**config.mk**
```make
export PLATFORM = sky130hd
export DESIGN_NAME = a2d_chan_sched
export DESIGN_NICKNAME = d
export VERILOG_FILES = /design/src/rtl/a2d_chan_sched_pkg.sv /design/src/rtl/a2d_chan_sched.sv
export SDC_FILE = /design/constraint.sdc
export NUM_CORES = 1
export LEC_CHECK = 0
export ABC_AREA = 1
export CORE_ASPECT_RATIO = 1.25
export CORE_MARGIN = 2
export CORE_UTILIZATION = 40
export CTS_BUF_LIST = sky130_fd_sc_hd__clkbuf_8
export DETAILED_ROUTE_END_ITERATION = 12
export PLACE_DENSITY = 0.71
export SYNTH_ARGS = -nofsm -noshare
export SYNTH_HDL_FRONTEND = slang
export SYNTH_SLANG_ARGS = --single-unit
export TNS_END_PERCENT = 100
```
**constraint.sdc**
```tcl
create_clock -name clk -period 1.82 [get_ports clk]
set_input_delay 0.182 -clock clk [delete_from_list [all_inputs] [get_ports clk]]
set_output_delay 0.182 -clock clk [all_outputs]
set_load 0.1 [all_outputs]
```
**src/rtl/a2d_chan_sched_pkg.sv**
```systemverilog
// ============================================================================
// a2d_chan_sched_pkg : shared types for the A2D round-robin channel scheduler
// Rev 1.0 - initial release
// ============================================================================
`default_nettype none

package a2d_chan_sched_pkg;

  // CMD and RD name the strobe actions taken on the IDLE->WAIT1 and GAP->WAIT2
  // transitions; the FSM never dwells in them.
  typedef enum logic [2:0] {
    A2D_IDLE  = 3'd0,
    A2D_CMD   = 3'd1,
    A2D_WAIT1 = 3'd2,
    A2D_GAP   = 3'd3,
    A2D_RD    = 3'd4,
    A2D_WAIT2 = 3'd5
  } a2d_state_t;

  localparam logic [1:0] CHAN_LFT   = 2'd0;
  localparam logic [1:0] CHAN_RGHT  = 2'd1;
  localparam logic [1:0] CHAN_STEER = 2'd2;
  localparam logic [1:0] CHAN_BATT  = 2'd3;

endpackage

`default_nettype wire

```
**src/rtl/a2d_chan_sched.sv**
```systemverilog
// ============================================================================
// a2d_chan_sched : round-robin scheduler sharing one A2D SPI master between
//                  the left/right load cells, steer pot and battery channels.
// Rev 1.0 - initial release
// ============================================================================
`default_nettype none

module a2d_chan_sched
  import a2d_chan_sched_pkg::*;
#(
  parameter logic [2:0] CH_LFT   = 3'd0,
  parameter logic [2:0] CH_RGHT  = 3'd4,
  parameter logic [2:0] CH_STEER = 3'd5,
  parameter logic [2:0] CH_BATT  = 3'd6,
  parameter int         GAP_CYC  = 1
) (
  input  logic        clk,
  input  logic        rst,
  input  logic        nxt,
  output logic        wrt,
  output logic [15:0] cmd,
  input  logic        done,
  input  logic [15:0] rd_data,
  output logic [11:0] lft_ld,
  output logic [11:0] rght_ld,
  output logic [11:0] steer_pot,
  output logic [11:0] batt,
  output logic [1:0]  chan_idx,
  output logic        busy,
  output logic        cnv_cmplt
);

  localparam int            GW       = (GAP_CYC < 1) ? 1 : $clog2(GAP_CYC + 1);
  localparam logic [GW-1:0] GAP_LOAD = GW'(GAP_CYC);

  a2d_state_t    state_q, state_d;
  logic [GW-1:0] gap_q, gap_d;
  logic [15:0]   cmd_q, cmd_d;
  logic [1:0]    chan_q, chan_d;
  logic [11:0]   lft_q, lft_d, rght_q, rght_d, steer_q, steer_d, batt_q, batt_d;
  logic          cmplt_q, cmplt_d;
  logic [2:0]    adc_ch;
  logic [15:0]   cmd_word;
  logic          unused_rd_hi;

  assign unused_rd_hi = ^rd_data[15:12];

  always_comb begin
    case (chan_q)
      CHAN_LFT:   adc_ch = CH_LFT;
      CHAN_RGHT:  adc_ch = CH_RGHT;
      CHAN_STEER: adc_ch = CH_STEER;
      default:    adc_ch = CH_BATT;
    endcase
  end

  assign cmd_word = {2'b00, adc_ch, 11'h000};

  always_comb begin
    state_d = state_q;
    gap_d   = gap_q;
    cmd_d   = cmd_q;
    chan_d  = chan_q;
    lft_d   = lft_q;
    rght_d  = rght_q;
    steer_d = steer_q;
    batt_d  = batt_q;
    cmplt_d = 1'b0;
    wrt     = 1'b0;
    case (state_q)
      A2D_IDLE: begin
        if (nxt) begin
          wrt     = 1'b1;
          cmd_d   = cmd_word;
          state_d = A2D_WAIT1;
        end
      end
      A2D_WAIT1: begin
        if (done) begin
          gap_d   = GAP_LOAD;
          state_d = A2D_GAP;
        end
      end
      A2D_GAP: begin
        if (gap_q != '0) begin
          gap_d = gap_q - 1'b1;
        end else begin
          wrt     = 1'b1;
          cmd_d   = cmd_word;
          state_d = A2D_WAIT2;
        end
      end
      A2D_WAIT2: begin
        if (done) begin
          case (chan_q)
            CHAN_LFT:   lft_d   = rd_data[11:0];
            CHAN_RGHT:  rght_d  = rd_data[11:0];
            CHAN_STEER: steer_d = rd_data[11:0];
            default:    batt_d  = rd_data[11:0];
          endcase
          chan_d  = chan_q + 2'd1;
          cmplt_d = 1'b1;
          state_d = A2D_IDLE;
        end
      end
      default: state_d = A2D_IDLE;
    endcase
  end

  always_ff @(posedge clk or posedge rst) begin
    if (rst) begin
      state_q <= A2D_IDLE;
      gap_q   <= '0;
      cmd_q   <= '0;
      chan_q  <= CHAN_LFT;
      lft_q   <= '0;
      rght_q  <= '0;
      steer_q <= '0;
      batt_q  <= '0;
      cmplt_q <= 1'b0;
    end else begin
      state_q <= state_d;
      gap_q   <= gap_d;
      cmd_q   <= cmd_d;
      chan_q  <= chan_d;
      lft_q   <= lft_d;
      rght_q  <= rght_d;
      steer_q <= steer_d;
      batt_q  <= batt_d;
      cmplt_q <= cmplt_d;
    end
  end

  // The word is driven combinationally on the strobe clock, then held from cmd_q.
  assign cmd       = wrt ? cmd_word : cmd_q;
  assign lft_ld    = lft_q;
  assign rght_ld   = rght_q;
  assign steer_pot = steer_q;
  assign batt      = batt_q;
  assign chan_idx  = chan_q;
  assign busy      = (state_q != A2D_IDLE);
  assign cnv_cmplt = cmplt_q;

endmodule

`default_nettype wire

```
==> impl_metrics.csv <==
group,metric,value,unit
die,start_util,41.2,%
routing,ant_nets,0,
clock_network,cts_sinks,58,
die,coreArea,6130,um^2
min_path,min_path_type,"in2async",
clock_network,cts_root_buf,"clkbuf_8",
worst_setup_path,crit_required,1640,ps
sta,period_minus_slack,1750,ps
grt,overflow,0,
final_layout,num_antenna_cells,0,
clock_network,clk_path_buf_depth,2,
worst_setup_path,slowest_stage,"dfrtp_1",
sta,drv_slew,0,
final_layout,final_cell_mix,"61 x nand2_1, 56 x buf_4, 55 x dfrtp_1",
yosys,syn_area_per_cell,10.2,um^2
sta,fmax,0.570,GHz
worst_setup_path,critPathCaptureType,"output pin",
clock_network,clk_pin_slew,60,ps
final_layout,area_delta_synth_final,37.2,%
routing,drc,0,
clock_network,clk_latency,330,ps
yosys,synth_cell_type_count,20,
sta,post-route-period-util,96.4,%
place,pre_cts_slack,222,ps
die,rows,32,
final_layout,drive_gt1_share,34.9,%
die,die_area,6960,um^2
die,die_h,92.8,um
yosys,synth_seq_area_share,57.6,%
clock_network,cts_buffers,9,
sta,layout_setup_ws,65.9,ps
grt,grt_util_all_layers,16.8,%
run,max-cap-violations,0,
routing,first_iter_violations,84,
routing,wire_per_inst,13.1,um
worst_setup_path,cp-start-kind,"flop",
final_layout,nNetsFinal,352,
yosys,synth.cell_area,2520,um^2
sta,final_hold_viol_count,0,
place,port_buffers,71,
final_layout,layout_commonest_cell,"nand2_1",
die,fp.dieW,75.0,um
routing,vias,1853,
yosys,synthCells,248,
clock_network,cts_tree,"built",
yosys,synth-warning-count,0,
clock_network,cts_hold_buf,0,
grt,grt_pass1_vias,1784,
worst_setup_path,reg2reg_slack,370,ps
sta,clock_skew,9.23,ps
worst_setup_path,crit_chain,"inv_2, nand2_2, nor2_4, nand2_4, nand2_4, nand2_4, nand2_4, buf_12",
worst_setup_path,critPathKind,"reg2out",
grt,antenna_found_initial,0,
grt,grt_max_degree,59,
grt,grt_pass1_wl,8610,um
worst_setup_path,critPathMaxStageDelay,410,ps
worst_setup_path,cpMostUsedCell,"nand2_4",
run_status,status,"complete, no violations",
worst_setup_path,cp_max_fo,5,
place,routabilityCongestion,0.809,
place,detailed_place_hpwl,3940,um
routing,totalWireLength,5450,um
worst_setup_path,arrival,1570,ps
sta,setup_viol_count_final,0,
yosys,synth.ff_latch_count,58,
clock_network,htreeDepth,3,
die,io_pins,89,
routing,first_pass_iters,4,
routing,avgViaCountPerCell,4.44,
layout make-up:
| type | count | area, um^2 |
|---|---|---|
| flip-flops and latches | 58 | 1460 |
| multi-input cells | 158 | 918 |
| clock buffers | 14 | 193 |
| fillers | 549 | 2670 |
| inverters | 23 | 86.3 |
| clock inverters | 2 | 8.76 |
| repair buffers | 77 | 691 |
| well taps | 85 | 106 |
what timing repair did:
action                                  4_1_cts  5_1_grt
endpoints found under the setup margin        3        3
gates resized for setup                       3       12
pin swaps                                     0        3
buffers inserted                              1        3
endpoints found under the hold margin         0        0
gates cloned                                  0        0
cells in the mapped netlist:
master | n | share of area, %
ha_1 | 5 | 2.5
nor2_1 | 2 | 0.30
inv_1 | 22 | 3.3
o21ai_1 | 33 | 6.6
xor2_1 | 1 | 0.35
nand3_4 | 1 | 0.69
inv_2 | 1 | 0.15
o21ai_2 | 15 | 5.2
o21ai_0 | 2 | 0.40
o21bai_1 | 1 | 0.30
conb_1 | 1 | 0.15
dfrtp_1 | 58 | 58
buf_4 | 13 | 3.9
nand3_1 | 7 | 1.4
nand2_4 | 4 | 1.8
buf_6 | 8 | 3.6
nand4_1 | 2 | 0.50
nand2_1 | 70 | 10
nor2_8 | 1 | 0.79
o22ai_1 | 1 | 0.25
cells by family (layout without fill, tap and decap cells):
group | Yosys count | after routing | synth area share, %
AO/OA/AOI/OAI | 52 | 52 | 12.7
adder cells (fa/ha/maj) | 5 | 5 | 2.48
AND/OR/NAND/NOR | 87 | 87 | 15.9
flip-flops | 58 | 58 | 57.6
other | 1 | 13 | 0.149
XOR/XNOR | 1 | 1 | 0.347
buffers and inverters | 44 | 116 | 10.9
through the flow:
stage / hold WS [ps] / utilization (%) / TNS [ps] / instances / instance area, um^2
after global placement: 467 / 51.9 / 0 / 397 / 3180
after CTS: 231 / 55.5 / 0 / 414 / 3400
after global routing: 266 / 56.5 / -18.2 / 417 / 3460
after detailed placement: 472 / 51.9 / 0 / 397 / 3180
final: 223 / 56.5 / 0 / 417 / 3460
after floorplan: 379 / - / 0 / 260 / 2600
critical path, delay by kind of cell, from the launching register on:
kind	cells	cell delay, ps
AND/OR/NAND/NOR	6	580
flip-flops	1	410
buffers and inverters	2	250
final timing paths:
check | cells past startpoint | end | start
worst min-delay path | 3 | state_q[1] | rst
worst max register to register | 6 | steer_pot[1] | state_q[1]
min in group clk | 2 | lft_ld[3] | lft_ld[3]
max in group asynchronous | 3 | chan_idx[0] | rst
worst max-delay path | 8 | cmd[13] | state_q[2]
worst min register to register | 2 | lft_ld[3] | lft_ld[3]
routing by layer:
layer,wire [um],GRT usage (%),vias up
met3,419,5.11,12
met4,125,8.33,0
met2,2740,26.6,67
met5,0,0,-
li1,-,-,930
met1,2160,20.3,844
flip-flops by register name, summed over array words and instances (netlist names):
signal and cells:
state_q 3, chan_idx 2, batt 12, steer_pot 12, cmd_q 3, gap_q 1, lft_ld 12, rght_ld 12
cnv_cmplt 1
Power is left out: the tool's default activity adds up to more than one toggle a clock period on the data nets, which glitch-free logic cannot reach.
